==> config.mk <==
export PLATFORM = sky130hd
export DESIGN_NAME = mult_div_unit
export DESIGN_NICKNAME = d
export VERILOG_FILES = /design/src/rtl/mult_div_unit.sv
export SDC_FILE = /design/constraint.sdc
export NUM_CORES = 1
export LEC_CHECK = 0
export ABC_CLOCK_PERIOD_IN_PS = 9900
export BUFFER_PORTS_ARGS = -buffer_cell sky130_fd_sc_hd__buf_2
export CORE_AREA = 2 2 209 211
export DETAILED_ROUTE_END_ITERATION = 8
export DIE_AREA = 0 0 211 213
export PLACE_DENSITY_LB_ADDON = 0.15
export REMOVE_ABC_BUFFERS = 1
export SYNTH_ARGS = -nofsm -noshare
export SYNTH_HDL_FRONTEND = slang
export SYNTH_SLANG_ARGS = --single-unit
export TNS_END_PERCENT = 10
==> constraint.sdc <==
create_clock -name clock -period 9.9 [get_ports clock]
set_input_delay 1.98 -clock clock [delete_from_list [all_inputs] [get_ports clock]]
set_output_delay 1.98 -clock clock [all_outputs]
set_load 0.1 [all_outputs]
==> src/rtl/mult_div_unit.sv <==
// Iterative MULT/MULTU/DIV/DIVU unit that owns HI/LO. MTHI/MTLO write hi/lo at the start edge.
// Latency: busy is high for WIDTH+1 cycles (WIDTH CALC steps plus one FIX); new hi/lo appear with busy low.
// Backpressure: no handshake. stall holds a HI/LO consumer in decode while busy or while a mult/div issues.
// Ports: clock/reset (async, active-high); e_start/e_op/e_a/e_b capture execute operands;
//        d_hilo_use marks a decode HI/LO user; hi/lo are committed registers; busy/done/div_by_zero
//        report status; stall goes to the hazard unit.
module mult_div_unit #(
  parameter int WIDTH = 32
) (
  input  logic             clock,
  input  logic             reset,
  input  logic             e_start,
  input  logic [2:0]       e_op,
  input  logic [WIDTH-1:0] e_a,
  input  logic [WIDTH-1:0] e_b,
  input  logic             d_hilo_use,
  output logic [WIDTH-1:0] hi,
  output logic [WIDTH-1:0] lo,
  output logic             busy,
  output logic             done,
  output logic             div_by_zero,
  output logic             stall
);
  localparam int CW = $clog2(WIDTH);

  typedef enum logic [1:0] {S_IDLE, S_CALC, S_FIX} state_t;
  state_t state_q, state_d;

  logic [WIDTH-1:0] hi_q, lo_q;
  logic             done_q, dbz_q;
  logic [CW-1:0]    cnt_q;
  // Working registers: work_hi/work_lo hold the running product or {remainder, dividend/quotient};
  // opnd holds the multiplicand or divisor magnitude.
  logic [WIDTH-1:0] work_hi_q, work_lo_q, opnd_q;
  logic             is_div_q, neg_q, rneg_q, dbz_pend_q;

  logic accept, step, commit, mt_hi, mt_lo;

  // ---------------- FSM: state register ----------------
  always_ff @(posedge clock or posedge reset) begin
    if (reset) state_q <= S_IDLE;
    else       state_q <= state_d;
  end

  // ---------------- FSM: next state ----------------
  always_comb begin
    state_d = state_q;
    case (state_q)
      S_IDLE:  if (e_start && !e_op[2]) state_d = S_CALC;
      S_CALC:  if (cnt_q == '0) state_d = S_FIX;
      S_FIX:   state_d = S_IDLE;
      default: state_d = S_IDLE;
    endcase
  end

  // ---------------- FSM: outputs ----------------
  // Starts are only honoured in IDLE; a start while busy is dropped without any state change.
  always_comb begin
    accept = 1'b0;
    step   = 1'b0;
    commit = 1'b0;
    mt_hi  = 1'b0;
    mt_lo  = 1'b0;
    case (state_q)
      S_IDLE: begin
        accept = e_start && !e_op[2];
        mt_hi  = e_start && (e_op == 3'b100);
        mt_lo  = e_start && (e_op == 3'b101);
      end
      S_CALC:  step   = 1'b1;
      S_FIX:   commit = 1'b1;
      default: ;
    endcase
  end

  // ---------------- operand capture ----------------
  // e_op[0]==0 selects the signed flavour, e_op[1]==1 selects divide.
  logic             a_neg, b_neg;
  logic [WIDTH-1:0] a_mag, b_mag;
  always_comb begin
    a_neg = !e_op[0] && e_a[WIDTH-1];
    b_neg = !e_op[0] && e_b[WIDTH-1];
    a_mag = a_neg ? -e_a : e_a;
    b_mag = b_neg ? -e_b : e_b;
  end

  // ---------------- one iteration step ----------------
  logic [WIDTH:0]   mul_sum, div_shift, div_diff;
  logic             div_ge;
  logic [WIDTH-1:0] step_hi, step_lo;
  always_comb begin
    // Shift-add: add multiplicand when the multiplier LSB is set, then shift the pair right.
    mul_sum   = {1'b0, work_hi_q} + (work_lo_q[0] ? {1'b0, opnd_q} : '0);
    // Restoring divide: bring in the next dividend bit, keep the difference if non-negative.
    div_shift = {work_hi_q, work_lo_q[WIDTH-1]};
    div_diff  = div_shift - {1'b0, opnd_q};
    div_ge    = !div_diff[WIDTH];
    if (is_div_q) begin
      step_hi = div_ge ? div_diff[WIDTH-1:0] : div_shift[WIDTH-1:0];
      step_lo = {work_lo_q[WIDTH-2:0], div_ge};
    end else begin
      step_hi = mul_sum[WIDTH:1];
      step_lo = {mul_sum[0], work_lo_q[WIDTH-1:1]};
    end
  end

  // ---------------- sign fix-up ----------------
  // A zero divisor leaves quotient=all ones and remainder=|a|; the remainder's sign fix restores a,
  // and the quotient is forced so a negative dividend still reports all ones.
  logic [2*WIDTH-1:0] prod;
  logic [WIDTH-1:0]   quo, rem, res_hi, res_lo;
  always_comb begin
    prod = {work_hi_q, work_lo_q};
    quo  = work_lo_q;
    rem  = work_hi_q;
    if (neg_q) begin
      prod = -prod;
      quo  = -quo;
    end
    if (rneg_q)     rem = -rem;
    if (dbz_pend_q) quo = '1;
    if (is_div_q) begin
      res_hi = rem;
      res_lo = quo;
    end else begin
      res_hi = prod[2*WIDTH-1:WIDTH];
      res_lo = prod[WIDTH-1:0];
    end
  end

  // ---------------- datapath registers ----------------
  always_ff @(posedge clock or posedge reset) begin
    if (reset) begin
      hi_q       <= '0;
      lo_q       <= '0;
      done_q     <= 1'b0;
      dbz_q      <= 1'b0;
      cnt_q      <= '0;
      work_hi_q  <= '0;
      work_lo_q  <= '0;
      opnd_q     <= '0;
      is_div_q   <= 1'b0;
      neg_q      <= 1'b0;
      rneg_q     <= 1'b0;
      dbz_pend_q <= 1'b0;
    end else begin
      done_q <= commit;
      if (accept) begin
        is_div_q   <= e_op[1];
        neg_q      <= a_neg ^ b_neg;
        rneg_q     <= a_neg;
        dbz_pend_q <= e_op[1] && (e_b == '0);
        dbz_q      <= 1'b0;
        cnt_q      <= CW'(WIDTH - 1);
        work_hi_q  <= '0;
        work_lo_q  <= e_op[1] ? a_mag : b_mag;
        opnd_q     <= e_op[1] ? b_mag : a_mag;
      end else if (step) begin
        cnt_q     <= cnt_q - CW'(1);
        work_hi_q <= step_hi;
        work_lo_q <= step_lo;
      end else if (commit) begin
        hi_q  <= res_hi;
        lo_q  <= res_lo;
        dbz_q <= dbz_pend_q;
      end
      if (mt_hi) hi_q <= e_a;
      if (mt_lo) lo_q <= e_a;
    end
  end

  assign hi          = hi_q;
  assign lo          = lo_q;
  assign busy        = (state_q != S_IDLE);
  assign done        = done_q;
  assign div_by_zero = dbz_q;
  // Covers the issue cycle too, so a dependent decode op cannot slip into execute early.
  assign stall       = d_hilo_use && (busy || (e_start && !e_op[2]));

endmodule

### Yosys cells after proc, flatten, opt, wreduce, memory -nomap -nowiden

Cells that the tools add are included.

* register bits: 173
* bits in latches: 0
* RAM bits: 0
* ROM bits: 0
* input bits: 71
* logic and storage cells: 95
* memories: 0

* $add $sub $neg: 8
* multipliers: 0
* divide/modulo/power cells: 0
* $lt $le $gt $ge: 0
* equal/unequal tests: 11
* shifts and indexed selects: 0
* muxes and demuxes: 39
* bitwise logic cells: 1
* reduce and logical (&&, ||, !) cells: 23

Operators by type and width (number)
* 32-bit two-way mux: 25
* 32-bit negator: 4
* 64-bit two-way mux: 1
* 64-bit negator: 1
* 32-bit by 32-bit adder with 33-bit output: 1
* 33-bit by 32-bit subtractor with 33-bit output: 1
* 32-bit logical NOT: 1
* 5-bit two-way mux: 2
* 2-bit nonzero test: 5
* 1-bit two-way mux: 8
* 2-bit by 1-bit inequality test with 1-bit output (second input constant): 4
* 1-bit logical AND: 7
* 3-bit == test (second input constant): 2
* 2-bit inequality test (second input constant): 3
* 3-bit AND reduction: 2
* 5-bit logical NOT: 1
* 5-bit by 1-bit subtractor with 5-bit output (second input constant): 1
* 2-bit two-way mux: 2
* 2-bit case mux with 2 select lines: 1
* 2-bit AND reduction: 2
* 1-bit logical NOT: 3
* 2-bit by 1-bit == test with 1-bit output (second input constant): 1
* 2-bit == test (second input constant): 1
* 2-bit logical NOT: 1
* 2 further kinds: 2

### Longest topological paths before layout

* depth in word-level cells: 8
* mapped depth: 14

### Least setup slack after synthesis

No wires, ideal clock.

* path kind: input to output
* start point: input port e_op[2]
* end point: output port stall
* arrival time: 4.313 ns
* path slack: 3.607 ns
* stages on the path: 2
* buffers on the path: 0
* cell sequence: nand2b_1 > a21boi_0

* cells in the longest elaborated chain, start to end: 4

Ends and longest elaborated chain
* start, declared: RTL line 13 `input logic [2:0] e_op,`
* 1-bit logical NOT: RTL line 178 `assign stall = d_hilo_use && (busy || (e_start && !e_op[2]));`
* 1-bit logical AND: RTL line 178
* 1-bit logical OR: RTL line 178
* 1-bit logical AND: RTL line 178
* end, declared: RTL line 22 `output logic stall`

Every way passes these cells.

### Worst setup path in the final report

* start point: register work_lo_q[0]
* end point: register hi_q[26], in the netlist hi[26]

* cells in the longest elaborated chain, start to end: 7

Ends and longest elaborated chain
* start, declared: RTL line 34 `logic [WIDTH-1:0] work_hi_q, work_lo_q, opnd_q;`
* start signal, assigned: RTL line 156 `work_lo_q <= e_op[1] ? a_mag : b_mag;`
* start signal, assigned: RTL line 161 `work_lo_q <= step_lo;`
* 64-bit negator: RTL line 117 `prod = -prod;`
* 64-bit two-way mux: RTL line 116 `if (neg_q) begin`
* 32-bit two-way mux: RTL line 122 `if (is_div_q) begin`
* 32-bit two-way mux: RTL line 162 `end else if (commit) begin`
* 32-bit two-way mux: RTL line 158 `end else if (step) begin`
* 32-bit two-way mux: RTL line 148 `if (accept) begin`
* 32-bit two-way mux: RTL line 167 `if (mt_hi) hi_q <= e_a;`
* end signal, assigned: RTL line 163 `hi_q <= res_hi;`
* end, declared: RTL line 29 `logic [WIDTH-1:0] hi_q, lo_q;`

Every way passes these cells. The select of a mux whose other input is x is not followed.
A chain may end at the register's enable or synchronous reset.

==> results.yml <==
yosys:
  synth_edf_count: 0
  synth_cell_types: 84
  ys.warnings.count: 0
  synthTopCellsByArea: "dfrtp_1 (29%), o21ai_0 (6.7%), xnor2_1 (6.2%)"
  synth-main-ff-cell: "dfrtp_1"
  syn_inst: 1872
  synth_area_leader_cell: "dfrtp_1"
  syn_avg_cell_area_um2: 7.888
  muxShareOfSynthArea: 0.04635
  synth_top_family_by_area: "compound AO/OA/AOI/OAI gates"
  syn_area_um2: 14770
  ys_async_sr_fraction: 1.000
  ys_ff_latch: 173
  synth_compound_area_frac: 0.2676
  synth-xor-area-share: 0.1014
  yosysSeqAreaShare: 0.2932
  synth_top_area_frac: 0.2932
  yosys.area_share.simple: 0.1813
  synthAdderAreaFrac: 0.06203
routing:
  wl_mm: 53.40
  drc: 0
  vias: 14490
  avgRoutedWirePerCell_um: 21.39
  drt-initial-drc-count: 1101
  drt_first_pass_iters: 5
  vias_per_cell: 5.804
  ant_nets: 0
setup_path:
  cp_slowest_cell: "nor4_1"
  cp-end-kind: "register"
  crit_top_cell: "o21ai_0"
  crit_family: "simple AND/OR/NAND/NOR gates"
  crit_fanout: 31
  cp.arrival_ps: 5360
  crit_type: "register to register"
  cp.buffers_inverters: 1
  start_kind: "register"
  crit_chain: "inv_1 -> ha_1 -> nand2_1 -> nor4_1 -> nand4_1 -> o21ai_2 -> o21ai_0 -> xor2_1 -> o22ai_1 -> o21ai_0"
  required_ps: 10280
  critPathMaxStageDelay_ps: 880
clock_network:
  clk_pin_slew_ps: 80
  ctsHtreeMaxLevel: 4
  post_cts_buffers: 0
  hold_buffers: 0
  clock_latency_ps: 470
  cts_buffers: 17
  cts_tree: "done"
  cts-resized-gates: 0
  clock-root-buffer: "clkbuf_16"
  clock-sinks: 173
  clock_path_buffers: 2
job:
  drv_cap: 0
global_route:
  grt_pass1_vias: 13530
  antenna_found_initial: 0
  grt_util_all_layers: 0.2372
  grt_max_degree: 109
  grt_pass1_wl_mm: 81.61
  globalRouteOverflowTotal: 0
timing:
  fin_skew_ps: 11.44
  worstMarginPinSlew_ps: 1134
  finalSetupViolations: 0
  fin_tns_setup_ps: 0
  relSlewSlack: 0.2368
  fin_crit_sh: 0.5030
  finalHoldViolations: 0
  rsz0062_at_grt: "no"
  drv_slew: 0
  fmax_mhz: 200.8
  final.min_clock_period_ps: 4980
final_layout:
  final_layout_size_suffix_gt1_frac: 0.1169
  fillers: 4480
  fin_area_um2: 16480
  utilization: 0.3859
  final_common_cell: "nand2_1"
  area_delta_synth_final_pct: 11.59
  most-common-layout-cells: "nand2_1 (205), o21ai_0 (199), dfrtp_1 (172), nor2_1 (158), a21oi_1 (145)"
  nets: 2081
pwr:
  combPwrFrac: 0.665
  power_density_nw_per_um2: 393.5
  internal-power_mw: 2.886
  switching_share: 0.5550
  ir_drop_mv: 0.2792
  seqPwrFrac: 0.228
  pwr-share-clk: 0.107
  p_leak_nw: 7.135
  switching_power_mw: 3.599
floorplanning:
  die-area_um2: 44940
  row_count: 76
  design.core.area_um2: 42700
  dieWidth_um: 211
  dieHeight_um: 213
  start_util: 0.3458
  ios: 139
place:
  gp_congestion: 0.8851
  dpl-instance-area_um2: 15910
  port_buffers: 138
  dp_hpwl_mm: 39.76
outcome:
  status: "complete, no violations"
hold_path:
  hp-class: "register to register"
-- flip-flops by register name, summed over array words and instances (netlist names) --
signal	flops
done	1
div_by_zero	1
lo	32
opnd_q	32
state_q	2
dbz_pend_q	1
neg_q	1
cnt_q	5
hi	32
work_lo_q	32
is_div_q	1
rneg_q	1
work_hi_q	32
-- layer usage --
layer	global-route usage	vias to the layer above	part of all wire
li1	-	6912	-
met1	0.3395	7043	0.47
met2	0.3693	487	0.45
met3	0.04059	51	0.056
met4	0.06119	0	0.020
met5	0	-	0
-- worst paths after layout --
| kind | to | depth (start not counted) | slack, ps | start |
|---|---|---|---|---|
| setup / recovery | hi[26] | 10 | 4920 | work_lo_q[0] |
| hold / removal | lo[15] | 2 | 480 | lo[15] |
| setup reg to reg | hi[26] | 10 | 4920 | work_lo_q[0] |
| hold reg to reg | lo[15] | 2 | 480 | lo[15] |
| max in group asynchronous | hi[7] | 3 | 6630 | reset |
| min in group asynchronous | opnd_q[7] | 2 | 1680 | reset |
-- power by group through the flow --
| stage | combinational, mW | clock, mW | sequential [mW] |
|---|---|---|---|
| 2_1_floorplan | 2.60 | 0 | 2.12 |
| 3_3_place_gp | 4.27 | 0 | 1.48 |
| 3_5_place_dp | 4.29 | 0 | 1.47 |
| 4_1_cts | 4.31 | 0.704 | 1.46 |
| 5_1_grt | 4.73 | 0.728 | 1.52 |
| 6_report | 4.31 | 0.692 | 1.48 |
-- metrics by stage --
| stage | power [mW] | cells | hold WS [ps] | setup slack, ps |
|---|---|---|---|---|
| 2_1_floorplan | 4.729 | 1757 | 449.8 | 3232 |
| 3_3_place_gp | 5.749 | 2465 | 460.6 | 4853 |
| 6_report | 6.484 | 2497 | 477.5 | 4920 |
| 5_1_grt | 6.981 | 2496 | 502.4 | 4757 |
| 3_5_place_dp | 5.768 | 2465 | 466.0 | 4794 |
| 4_1_cts | 6.482 | 2496 | 482.7 | 4762 |
-- cells by family (layout without fill, tap and decap cells) --
logic type	after synthesis	after routing
AOI/OAI and AO/OA	639	639
xor gates and xnor gates	171	171
adders and majority gates	72	72
buffers and inverters	180	258
DFF	173	173
muxes	68	68
other	0	1
and+or+nand+nor	569	569
-- cell type report --
cell class / instances / area, µm² / share of cell area
clock inverters: 12 / 112.6 / 0.006834
well taps: 546 / 683.2 / 0.04146
repair buffers: 162 / 873.3 / 0.05300
flip-flops and latches: 173 / 4330 / 0.2628
clock buffers: 19 / 452.9 / 0.02749
inverters: 65 / 251.5 / 0.01526
diodes: 1 / 2.502 / 0.0001519
multi-input cells: 1519 / 9771 / 0.5930
-- cell usage after synthesis, drive strengths merged (11+ instances only) --
master and number:
o21a 12, o31ai 17, nand3 24, xnor2 105, clkbuf 91, or3 11
nor2b 18, mux2i 65, xor2 66, dfrtp 173, and2 12, a31oi 16
o211ai 54, buf 24, o22ai 49, o21ai 214, a21o 34, inv 65
nand2b 18, nor4 30, a21oi 145, a211oi 15, a22oi 17, ha 70
nand2 206, nor2 161, nor3 36
-- worst register-to-register path: stages (launching register included) --
cell	delay, ps
dfrtp_1	460
inv_1	800
ha_1	350
nand2_1	130
nor4_1	880
nand4_1	650
o21ai_2	880
o21ai_0	270
xor2_1	220
o22ai_1	100
o21ai_0	180
No activity file was read; power rests on OpenSTA's default activity.
